`config.mk`:
```
export PLATFORM = sky130hd
export DESIGN_NAME = dma_peripheral_responder
export DESIGN_NICKNAME = d
export VERILOG_FILES = /design/src/rtl/dma_peripheral_responder.sv
export SDC_FILE = /design/constraint.sdc
export NUM_CORES = 1
export LEC_CHECK = 0
export BUFFER_PORTS_ARGS = -buffer_cell sky130_fd_sc_hd__buf_2
export CAP_MARGIN = 10
export CORE_MARGIN = 2
export CORE_UTILIZATION = 40
export DETAILED_ROUTE_END_ITERATION = 12
export MAX_ROUTING_LAYER = met4
export PLACE_DENSITY_LB_ADDON = 0.2
export SKIP_CTS_REPAIR_TIMING = 1
export SLEW_MARGIN = 20
export SYNTH_ARGS = -nofsm -noshare
export SYNTH_HDL_FRONTEND = slang
export SYNTH_SLANG_ARGS = --single-unit
export TNS_END_PERCENT = 30
```
`constraint.sdc`:
```
create_clock -name CLK -period 6.4 [get_ports CLK]
set_input_delay 0 -clock CLK [delete_from_list [all_inputs] [get_ports CLK]]
set_output_delay 0 -clock CLK [all_outputs]
set_load 0.02 [all_outputs]
```
`src/rtl/dma_peripheral_responder.sv`:
```
// dma_peripheral_responder
// Peripheral end of an 8237-style DMA handshake. Local TX/RX FIFOs decouple
// the device from the bus: DREQ is raised when the selected direction can
// move a byte, IOR_N rises pop TX onto the bus, IOW_N pulses capture bus data
// into RX, and EOP_N ends the process with a sticky terminal-count flag.
// Ports:
//   CLK, RESET_N          clock / asynchronous active-low reset
//   DREQ, DACK            DMA request (registered) / acknowledge
//   IOR_N, IOW_N, EOP_N   active-low bus strobes and terminal count
//   DB_IN, DB_OUT, DB_OE  data bus in, out and output enable
//   enable, mode, burst   channel enable, direction (1 = mem->dev), demand mode
//   tx_wr_en/tx_wr_data/tx_full   local TX FIFO push side
//   rx_rd_en/rx_rd_data/rx_empty  local RX FIFO pop side (show-ahead)
//   tc_flag, tc_clear, err_flag   sticky status and their clear
module dma_peripheral_responder #(
  parameter int DEPTH = 8,
  parameter int DW    = 8
) (
  input  logic          CLK,
  input  logic          RESET_N,
  output logic          DREQ,
  input  logic          DACK,
  input  logic          IOR_N,
  input  logic          IOW_N,
  input  logic          EOP_N,
  input  logic [DW-1:0] DB_IN,
  output logic [DW-1:0] DB_OUT,
  output logic          DB_OE,
  input  logic          enable,
  input  logic          mode,
  input  logic          burst,
  input  logic          tx_wr_en,
  input  logic [DW-1:0] tx_wr_data,
  output logic          tx_full,
  input  logic          rx_rd_en,
  output logic [DW-1:0] rx_rd_data,
  output logic          rx_empty,
  output logic          tc_flag,
  input  logic          tc_clear,
  output logic          err_flag
);

  localparam int PW = $clog2(DEPTH);
  localparam int CW = PW + 1;
  localparam logic [CW-1:0] FULL_CNT = CW'(DEPTH);

  typedef enum logic [2:0] {
    S_IDLE,
    S_REQ,
    S_XFER,
    S_RECOVER,
    S_TC
  } state_e;

  state_e          state_q, state_d;
  logic            dreq_q, dreq_d;
  logic            tc_flag_q, tc_flag_d;
  logic            err_q, err_d;
  logic            eop_pend_q, eop_pend_d;
  logic            ior_q, iow_q;
  logic [DW-1:0]   cap_q, cap_d;

  logic [DW-1:0]   tx_mem_q [DEPTH];
  logic [DW-1:0]   tx_mem_d [DEPTH];
  logic [PW-1:0]   tx_wr_ptr_q, tx_wr_ptr_d, tx_rd_ptr_q, tx_rd_ptr_d;
  logic [CW-1:0]   tx_count_q, tx_count_d;

  logic [DW-1:0]   rx_mem_q [DEPTH];
  logic [DW-1:0]   rx_mem_d [DEPTH];
  logic [PW-1:0]   rx_wr_ptr_q, rx_wr_ptr_d, rx_rd_ptr_q, rx_rd_ptr_d;
  logic [CW-1:0]   rx_count_q, rx_count_d;

  logic ior_rise, iow_rise;
  logic bus_pop_req, bus_push_req, strobe_rise;
  logic tx_push, tx_pop, rx_push, rx_pop;
  logic underrun, overrun;
  logic ready, ready_next, eop_now;

  // FIFO and strobe datapath
  always_comb begin
    ior_rise     = ~ior_q & IOR_N;
    iow_rise     = ~iow_q & IOW_N;
    bus_pop_req  = DACK & ~mode & ior_rise;
    bus_push_req = DACK &  mode & iow_rise;
    strobe_rise  = bus_pop_req | bus_push_req;

    // A full FIFO still accepts a push when the other side pops in the same cycle.
    tx_pop   = bus_pop_req & (tx_count_q != '0);
    underrun = bus_pop_req & (tx_count_q == '0);
    tx_push  = tx_wr_en & ((tx_count_q != FULL_CNT) | tx_pop);

    rx_pop   = rx_rd_en & (rx_count_q != '0);
    rx_push  = bus_push_req & ((rx_count_q != FULL_CNT) | rx_pop);
    overrun  = bus_push_req & ~((rx_count_q != FULL_CNT) | rx_pop);

    tx_mem_d    = tx_mem_q;
    tx_wr_ptr_d = tx_wr_ptr_q;
    tx_rd_ptr_d = tx_rd_ptr_q;
    tx_count_d  = tx_count_q;
    if (tx_push) begin
      tx_mem_d[tx_wr_ptr_q] = tx_wr_data;
      tx_wr_ptr_d           = tx_wr_ptr_q + 1'b1;
    end
    if (tx_pop) tx_rd_ptr_d = tx_rd_ptr_q + 1'b1;
    case ({tx_push, tx_pop})
      2'b10:   tx_count_d = tx_count_q + 1'b1;
      2'b01:   tx_count_d = tx_count_q - 1'b1;
      default: tx_count_d = tx_count_q;
    endcase

    rx_mem_d    = rx_mem_q;
    rx_wr_ptr_d = rx_wr_ptr_q;
    rx_rd_ptr_d = rx_rd_ptr_q;
    rx_count_d  = rx_count_q;
    if (rx_push) begin
      rx_mem_d[rx_wr_ptr_q] = cap_q;
      rx_wr_ptr_d           = rx_wr_ptr_q + 1'b1;
    end
    if (rx_pop) rx_rd_ptr_d = rx_rd_ptr_q + 1'b1;
    case ({rx_push, rx_pop})
      2'b10:   rx_count_d = rx_count_q + 1'b1;
      2'b01:   rx_count_d = rx_count_q - 1'b1;
      default: rx_count_d = rx_count_q;
    endcase

    // IOW_N rise carries no data; the byte is the last one sampled while low.
    cap_d = (DACK & mode & ~IOW_N) ? DB_IN : cap_q;

    err_d = underrun | overrun | (err_q & ~tc_clear);

    ready      = enable & (mode ? (rx_count_q != FULL_CNT) : (tx_count_q != '0));
    ready_next = enable & (mode ? (rx_count_d != FULL_CNT) : (tx_count_d != '0));
  end

  // Handshake FSM
  always_comb begin
    state_d    = state_q;
    eop_pend_d = eop_pend_q;
    eop_now    = DACK & ~EOP_N;
    case (state_q)
      S_IDLE: begin
        if (ready && !tc_flag_q) state_d = S_REQ;
      end
      S_REQ: begin
        if (DACK)         state_d = S_XFER;
        else if (!enable) state_d = S_IDLE;
      end
      S_XFER: begin
        // EOP_N coinciding with the completing strobe still counts.
        eop_pend_d = eop_pend_q | eop_now;
        if (strobe_rise) begin
          if (eop_pend_d)               state_d = S_TC;
          else if (burst && ready_next) state_d = S_XFER;
          else                          state_d = S_RECOVER;
        end else if (!DACK) begin
          state_d = eop_pend_d ? S_TC : S_RECOVER;
        end
      end
      S_RECOVER: state_d = S_IDLE;
      S_TC: begin
        if (tc_clear && !eop_now) begin
          state_d    = S_IDLE;
          eop_pend_d = 1'b0;
        end
      end
      default: state_d = S_IDLE;
    endcase
    dreq_d    = (state_d == S_REQ) || (state_d == S_XFER);
    tc_flag_d = (state_d == S_TC);
  end

  always_ff @(posedge CLK or negedge RESET_N) begin
    if (!RESET_N) begin
      state_q     <= S_IDLE;
      dreq_q      <= 1'b0;
      tc_flag_q   <= 1'b0;
      err_q       <= 1'b0;
      eop_pend_q  <= 1'b0;
      ior_q       <= 1'b1;
      iow_q       <= 1'b1;
      cap_q       <= '0;
      tx_mem_q    <= '{default: '0};
      tx_wr_ptr_q <= '0;
      tx_rd_ptr_q <= '0;
      tx_count_q  <= '0;
      rx_mem_q    <= '{default: '0};
      rx_wr_ptr_q <= '0;
      rx_rd_ptr_q <= '0;
      rx_count_q  <= '0;
    end else begin
      state_q     <= state_d;
      dreq_q      <= dreq_d;
      tc_flag_q   <= tc_flag_d;
      err_q       <= err_d;
      eop_pend_q  <= eop_pend_d;
      ior_q       <= IOR_N;
      iow_q       <= IOW_N;
      cap_q       <= cap_d;
      tx_mem_q    <= tx_mem_d;
      tx_wr_ptr_q <= tx_wr_ptr_d;
      tx_rd_ptr_q <= tx_rd_ptr_d;
      tx_count_q  <= tx_count_d;
      rx_mem_q    <= rx_mem_d;
      rx_wr_ptr_q <= rx_wr_ptr_d;
      rx_rd_ptr_q <= rx_rd_ptr_d;
      rx_count_q  <= rx_count_d;
    end
  end

  assign DREQ       = dreq_q;
  assign tc_flag    = tc_flag_q;
  assign err_flag   = err_q;
  assign tx_full    = (tx_count_q == FULL_CNT);
  assign rx_empty   = (rx_count_q == '0);
  assign DB_OUT     = (tx_count_q == '0) ? '0 : tx_mem_q[tx_rd_ptr_q];
  assign rx_rd_data = (rx_count_q == '0) ? '0 : rx_mem_q[rx_rd_ptr_q];
  // Gated by reset so the bus is released the moment reset asserts.
  assign DB_OE      = RESET_N & DACK & ~IOR_N & ~mode;

endmodule

```
==> results.ini, run 1 <==
[run_status]
result_of_the_run = finished, final reports clean

[synthesis]
synthCells = 566
synthArstFlopShare_pct = 100
ys_top_cells_by_area = dfrtp_1 (50%), mux2_2 (19%), mux4_2 (8.9%)
post_synth.cell_area_avg_um2 = 14.3
syn_nets = 604
synthesis.area_um2 = 8100
post-synth-top-area-fraction_pct = 50.3
synth_seq_area_share_pct = 51.0
synth_cell_type_count = 70
library_cell_with_the_largest_summed_area_after_synthesis = dfrtp_1
number_of_synthesized_flops_with_an_enable_pin = 0
ys_warn_count = 0
yosys_register_bits = 165
synthFlopType = dfrtp_1

[timing]
fin_worst_skew_ns = 0.0106
period_minus_slack_ns = 3.60
timing.final.hold_violations = 0
fmaxAchievable_ghz = 0.278
rsz0062_at_grt = no
hold-worst-slack_ns = 0.0603
timing.final.crit_share_pct = 56.2
maxSlewHeadroom_pct = 34.9
timing.final.setup_violations = 0
setup-tns-final_ns = 0
worst_pin_slew_ns = 0.972
final_slew_viol_count = 0

[critical_path]
timing.critical_path.required_ns = 6.71
crit_fanout = 8
crit_path_class = flop to flop
timing.critical_path.to_type = flop
crit_arrival_ns = 3.90
rrSetupSlack_ns = 2.80
critical_path.startpoint_type = flop

[floorplanning]
fp-row-count = 52
io_pins = 50
die_area_um2 = 21400
initial_core_util_pct = 40.4
core-area_um2 = 20000
die_h_um = 146
die_w_um = 146

[cts]
htree_levels = 4
clk_sink_count = 165
clkLatencyLatePin_ns = 0.42
clk_transition_reported_paths_ns = 0.07
clock_buffer_count_from_cts = 17
library_cell_used_as_clock_root_buffer = clkbuf_16
tritoncts = done
clk_path_buf_depth = 2

[final_layout]
synthToLayoutAreaGrowth_pct = 16.5
layout.nets = 674
num-fill-cells = 1804
finish.utilization_pct = 47.1
antenna_diodes = 0
layout-drive-gt1-share_pct = 44.6

[routing]
detail_route.wirelength_mm = 16.9
antenna_left = 0
wl_per_cell_um = 18.4
routed_via_density = 5.33
drt_pre_antenna_iters = 4
num_vias = 4894
remaining_drc_errors = 0
drt-initial-drc-count = 259

[power_and_ir_drop]
power.density_nw_per_um2 = 481
power.static_leakage_nw = 4.21
vdd_drop_max_mv = 0.248

[placement]
finalWeightedCongestion = 0.764
io_buffer_count = 49
hpwl_mm = 11.0

[job]
maxCapViolCount = 0

[global_routing]
grt_usage_pct = 17.1
initial_antenna_violation_count = 0
grt_start_max_net_pins = 88
first_pass_grt_wire_length_mm = 27.6
overflow = 0
number_of_global_route_vias_before_repair = 5073

[worst_hold_path]
worst_hold_path_type = input port to flop

[synth_stat cells (3+ instances only)]
cell type    n
dfrtp_1    163
mux2_2     140
nor2_1      34
mux4_2      32
mux2i_1     19
nand2_1     14
inv_1       10
xnor2_1      9
clkbuf_1     8
ha_1         8
a21oi_1      7
a31oi_1      7
buf_1        7
buf_2        6
nor3_1       6
o21ai_0      6
nand3_1      5
xor2_1       5
nand3b_1     4
o31ai_1      4
nand2b_1     3
nand3_2      3
nor2b_1      3
o211ai_1     3
[final timing paths]
check | from | to | cells past startpoint
worst max-delay path | ior_q | DREQ | 10
worst min-delay path | DACK | state_q[1] | 3
worst max register to register | ior_q | DREQ | 10
worst min register to register | rx_mem_q[38] | rx_mem_q[38] | 1
max in group asynchronous | RESET_N | rx_mem_q[62] | 3
min in group asynchronous | RESET_N | rx_count_q[0] | 2
[flip-flops by register name (all words and copies together) (netlist names), 4 cells and up]
register    count
cap_q           8
rx_mem_q       64
tx_count_q      4
tx_mem_q       64
rx_count_q      4
[layer usage]
layer  wire length [um]  global-route usage [%]  vias to the layer above
li1                   -                       -                     2251
met5                  0                       -                        -
met1               7640                    21.6                     2557
met3                449                    3.50                       16
met2               8600                    28.1                       70
met4                188                    5.15                        0
[per-stage QoR]
step | instances | power [W] | setup WS (ns) | instance area [um^2]
finish | 918 | 0.00455 | 2.80 | 9440
global placement | 863 | 0.00343 | 3.43 | 8580
floorplan | 566 | 0.00305 | 3.69 | 8100
CTS | 894 | 0.00458 | 3.27 | 9200
detailed placement | 863 | 0.00351 | 3.28 | 8580
global route | 918 | 0.00484 | 2.58 | 9440
[cell families (layout without fill, tap and decap cells)]
logic type                 count (synthesis)  after routing  share of synthesized area [%]
and+or+nand+nor                          106            106                           8.89
xor gates and xnor gates                  15             15                           1.71
adders and majority gates                 10             10                           1.73
DFF                                      165            165                           51.0
AOI/OAI and AO/OA                         41             41                           3.64
buffers and inverters                     38            120                           2.33
muxes                                    191            191                           30.7
[area by class of cell]
| type | count | area [um^2] | area share [%] |
|---|---|---|---|
| Tap cell | 270 | 338 | 3.58 |
| Timing Repair Buffer | 77 | 526 | 5.57 |
| Clock inverter | 13 | 175 | 1.86 |
| Sequential cell | 165 | 4130 | 43.8 |
| Multi-Input combinational cell | 363 | 3790 | 40.1 |
| Clock buffer | 18 | 439 | 4.65 |
| Inverter | 12 | 45.0 | 0.477 |
[worst max-delay path, cell delays in order (launching register included)]
cell	delay, ns
dfstp_2	0.38
nand4bb_1	0.40
nor3_1	0.48
ha_1	0.33
a21o_1	0.20
a211o_1	0.30
o221a_1	0.24
a211o_1	0.31
nor3_1	0.22
nor4_1	0.07
dlygate4sd3_1	0.56
[layout by cell type (no fill, tap or decap), types with 3 or more instances in the layout]
cell type,synthesis,routed
nor3_1,6,6
nor2b_1,3,3
o21ai_0,6,6
bufinv_16,0,3
nand3_2,3,3
dlygate4sd3_1,0,24
a21oi_1,7,7
xor2_1,5,5
nand3b_1,4,4
xnor2_1,9,9
buf_2,6,48
o211ai_1,3,3
mux2_2,140,140
dfrtp_1,163,163
nand2b_1,3,3
ha_1,8,8
clkinv_4,0,4
inv_1,10,10
a31oi_1,7,7
clkbuf_16,0,17
buf_4,0,3
o31ai_1,4,4
nand3_1,5,5
clkinvlp_4,0,4
mux4_2,32,32
nand2_1,14,14
nor2_1,34,34
mux2i_1,19,19
[report_power, final]
group	switching [W]	total (W)	internal, W
clock network	0.000430	0.00106	0.000628
logic	0.000729	0.00163	0.000905
registers	0.000399	0.00185	0.00146
total	0.00156	0.00455	0.00299
Power figures use the tool's default switching activity.
==> inputs of run 2 (changes only) <==
--- a/config.mk
+++ b/config.mk
@@ -5,6 +5,7 @@
 export SDC_FILE = /design/constraint.sdc
 export NUM_CORES = 1
 export LEC_CHECK = 0
+export ABC_AREA = 1
 export BUFFER_PORTS_ARGS = -buffer_cell sky130_fd_sc_hd__buf_2
 export CAP_MARGIN = 10
 export CORE_MARGIN = 2
==> constraint.sdc (replaced) <==
create_clock -name CLK -period 3.7 [get_ports CLK]
set_input_delay 0 -clock CLK [delete_from_list [all_inputs] [get_ports CLK]]
set_output_delay 0 -clock CLK [all_outputs]
set_load 0.02 [all_outputs]
==> run 2 against run 1 <==
Register-to-register slack lost 1.8 ns. Die area shrank 1.9%. Synthesized cell count grew 61%. Global-route usage grew 2.4 points. Critical path depth grew 9. Power grew 78%. Clock skew grew 0.0026 ns. First-iteration DRC count grew 66%. Design area shrank 3.2%. Highest routed layer unchanged.
==> results.ini, run 2 <==
[routing]
drt_pre_antenna_iters = 5
wl_per_cell_um = 15.8
routed_via_density = 5.13
detail_route.wirelength_mm = 19.6
num_vias = 6376
remaining_drc_errors = 0
drt-initial-drc-count = 430
antenna_left = 0

[timing]
timing.final.crit_share_pct = 73.6
timing.final.hold_violations = 0
fmaxAchievable_ghz = 0.367
setup-tns-final_ns = 0
period_minus_slack_ns = 2.72
worst_pin_slew_ns = 1.01
timing.final.setup_violations = 0
final_slew_viol_count = 0
fin_worst_skew_ns = 0.0132
hold-worst-slack_ns = 0.0273
maxSlewHeadroom_pct = 32.9
rsz0062_at_grt = no

[job]
maxCapViolCount = 0

[run_status]
result_of_the_run = finished, final reports clean

[synthesis]
synthArstFlopShare_pct = 100
synth-simple-area-share_pct = 21.7
post_synth_fa_ha_maj_area_fraction_pct = 1.76
ys_top_cells_by_area = dfrtp_1 (51%), o21ai_0 (8.8%), nand2_1 (8.1%)
yosys_register_bits = 165
syn_nets = 947
ys_warn_count = 0
library_cell_with_the_largest_summed_area_after_synthesis = dfrtp_1
post_synth.cell_area_avg_um2 = 8.74
synth_top_family_by_area = simple AND/OR/NAND/NOR gates
synth_mux_area_share_pct = 0
synth-compound-area-share_pct = 17.5
synth_cell_type_count = 39
synth.most_common_cell = nand2_1
synthCells = 909
post-synth-top-area-fraction_pct = 51.3
number_of_synthesized_flops_with_an_enable_pin = 0
synth_xor_xnor_area_share_pct = 1.10
synth_seq_area_share_pct = 52.0
synth_top_cells_by_count = nand2_1 (171), dfrtp_1 (163), o21ai_0 (139)
synthesis.area_um2 = 7950
synthFlopType = dfrtp_1

[floorplanning]
core-area_um2 = 19500
die_area_um2 = 21000
io_pins = 50
die_w_um = 145
initial_core_util_pct = 40.8
fp-row-count = 51
die_h_um = 145

[critical_path]
crit_path_class = flop to flop
timing.critical_path.required_ns = 4.02
critical_path.startpoint_type = flop
crit_fanout = 12
crit_arrival_ns = 3.04
timing.critical_path.to_type = flop

[global_routing]
initial_antenna_violation_count = 0
grt_start_max_net_pins = 66
first_pass_grt_wire_length_mm = 31.9
grt_usage_pct = 19.5
number_of_global_route_vias_before_repair = 6020
overflow = 0

[cts]
clk_transition_reported_paths_ns = 0.07
htree_levels = 4
clk_sink_count = 165
clock_buffer_count_from_cts = 17
clk_path_buf_depth = 2
clkLatencyLatePin_ns = 0.43
library_cell_used_as_clock_root_buffer = clkbuf_16
tritoncts = done

[final_layout]
area.sequential_um2 = 4130
layout-drive-gt1-share_pct = 13.3
layout_commonest_cell = nand2_1
antenna_diodes = 0
area_occupied_by_multi_input_gates_um2 = 3340
most-common-layout-cells = nand2_1 (171), dfrtp_1 (163), o21ai_0 (139)
layout.nets = 1004
num-fill-cells = 1896
synthToLayoutAreaGrowth_pct = 15.1
leading_registers_by_flop_count = rx_mem_q: 64 flops, tx_mem_q: 64 flops, cap_q: 8 flops

[placement]
hpwl_mm = 12.1
finalWeightedCongestion = 0.860
io_buffer_count = 49

[power_and_ir_drop]
vdd_drop_max_mv = 0.391
power.density_nw_per_um2 = 883
power.static_leakage_nw = 4.28

[worst_hold_path]
worst_hold_path_type = input port to flop

[run 2: logic make-up after synthesis]
group	count (synthesis)
xor+xnor	10
flops	165
buf+inv	100
fa+ha+maj	10
compound gates	265
simple gates	359
[run 2: worst paths after layout]
check                                   start        endpoint  slack, ns  cells after the start
worst max-delay path            rx_count_q[1]            DREQ       0.98                     19
worst min-delay path                    EOP_N      state_q[2]       0.03                      4
worst max register to register  rx_count_q[1]            DREQ       0.98                     19
worst min register to register   rx_mem_q[55]    rx_mem_q[55]       0.48                      2
max in group asynchronous             RESET_N  tx_rd_ptr_q[1]       2.60                      3
min in group asynchronous             RESET_N    tx_mem_q[61]       0.15                      2
[run 2: per-stage QoR]
stage | setup WS [ns] | power (W) | util [%] | cells | area (um^2)
after floorplan | 1.53 | 0.00539 | - | 909 | 7950
after global placement | 1.07 | 0.00625 | 42.8 | 1189 | 8320
after detailed placement | 0.983 | 0.00631 | 42.8 | 1189 | 8320
after CTS | 0.965 | 0.00812 | 45.8 | 1221 | 8910
after global routing | 0.698 | 0.00870 | 47.0 | 1244 | 9140
final | 0.976 | 0.00808 | 47.0 | 1244 | 9140
[run 2: layout make-up]
class | instances | area share, %
Tap cell | 265 | 3.63
Timing Repair Buffer | 78 | 5.76
Multi-Input combinational cell | 644 | 36.5
Clock buffer | 19 | 4.95
Inverter | 60 | 2.46
Sequential cell | 165 | 45.2
Clock inverter | 13 | 1.46
[run 2: metal layers]
metal / up-vias / share of wire [%] / global-route usage [%]
li1: 3165 / - / -
met1: 3103 / 48 / 25.3
met2: 98 / 48 / 31.5
met3: 10 / 2.9 / 3.99
met4: 0 / 0.80 / 5.10
met5: - / 0 / -
[run 2: power by group]
| part | leakage, nW | internal [W] | switching (W) |
|---|---|---|---|
| registers | 2.09 | 0.00255 | 0.000524 |
| clock network | 0.287 | 0.000984 | 0.000796 |
| logic | 1.91 | 0.00112 | 0.00210 |
| total | 4.28 | 0.00466 | 0.00342 |
[run 2: worst max-delay path, cell delays in order, from the launching register on]
cell,delay [ns]
dfrtp_1,0.42
nor2_2,0.16
nand2_1,0.31
nand3_2,0.28
inv_1,0.09
ha_1,0.33
nand2_1,0.08
nand2_1,0.04
nor2_1,0.12
inv_1,0.05
nand2_1,0.07
nand3_1,0.08
nand2_2,0.08
nand3_1,0.08
nand3_1,0.08
nand2_1,0.05
nand2_1,0.06
nand2_1,0.06
nand3_1,0.09
nand2_1,0.05
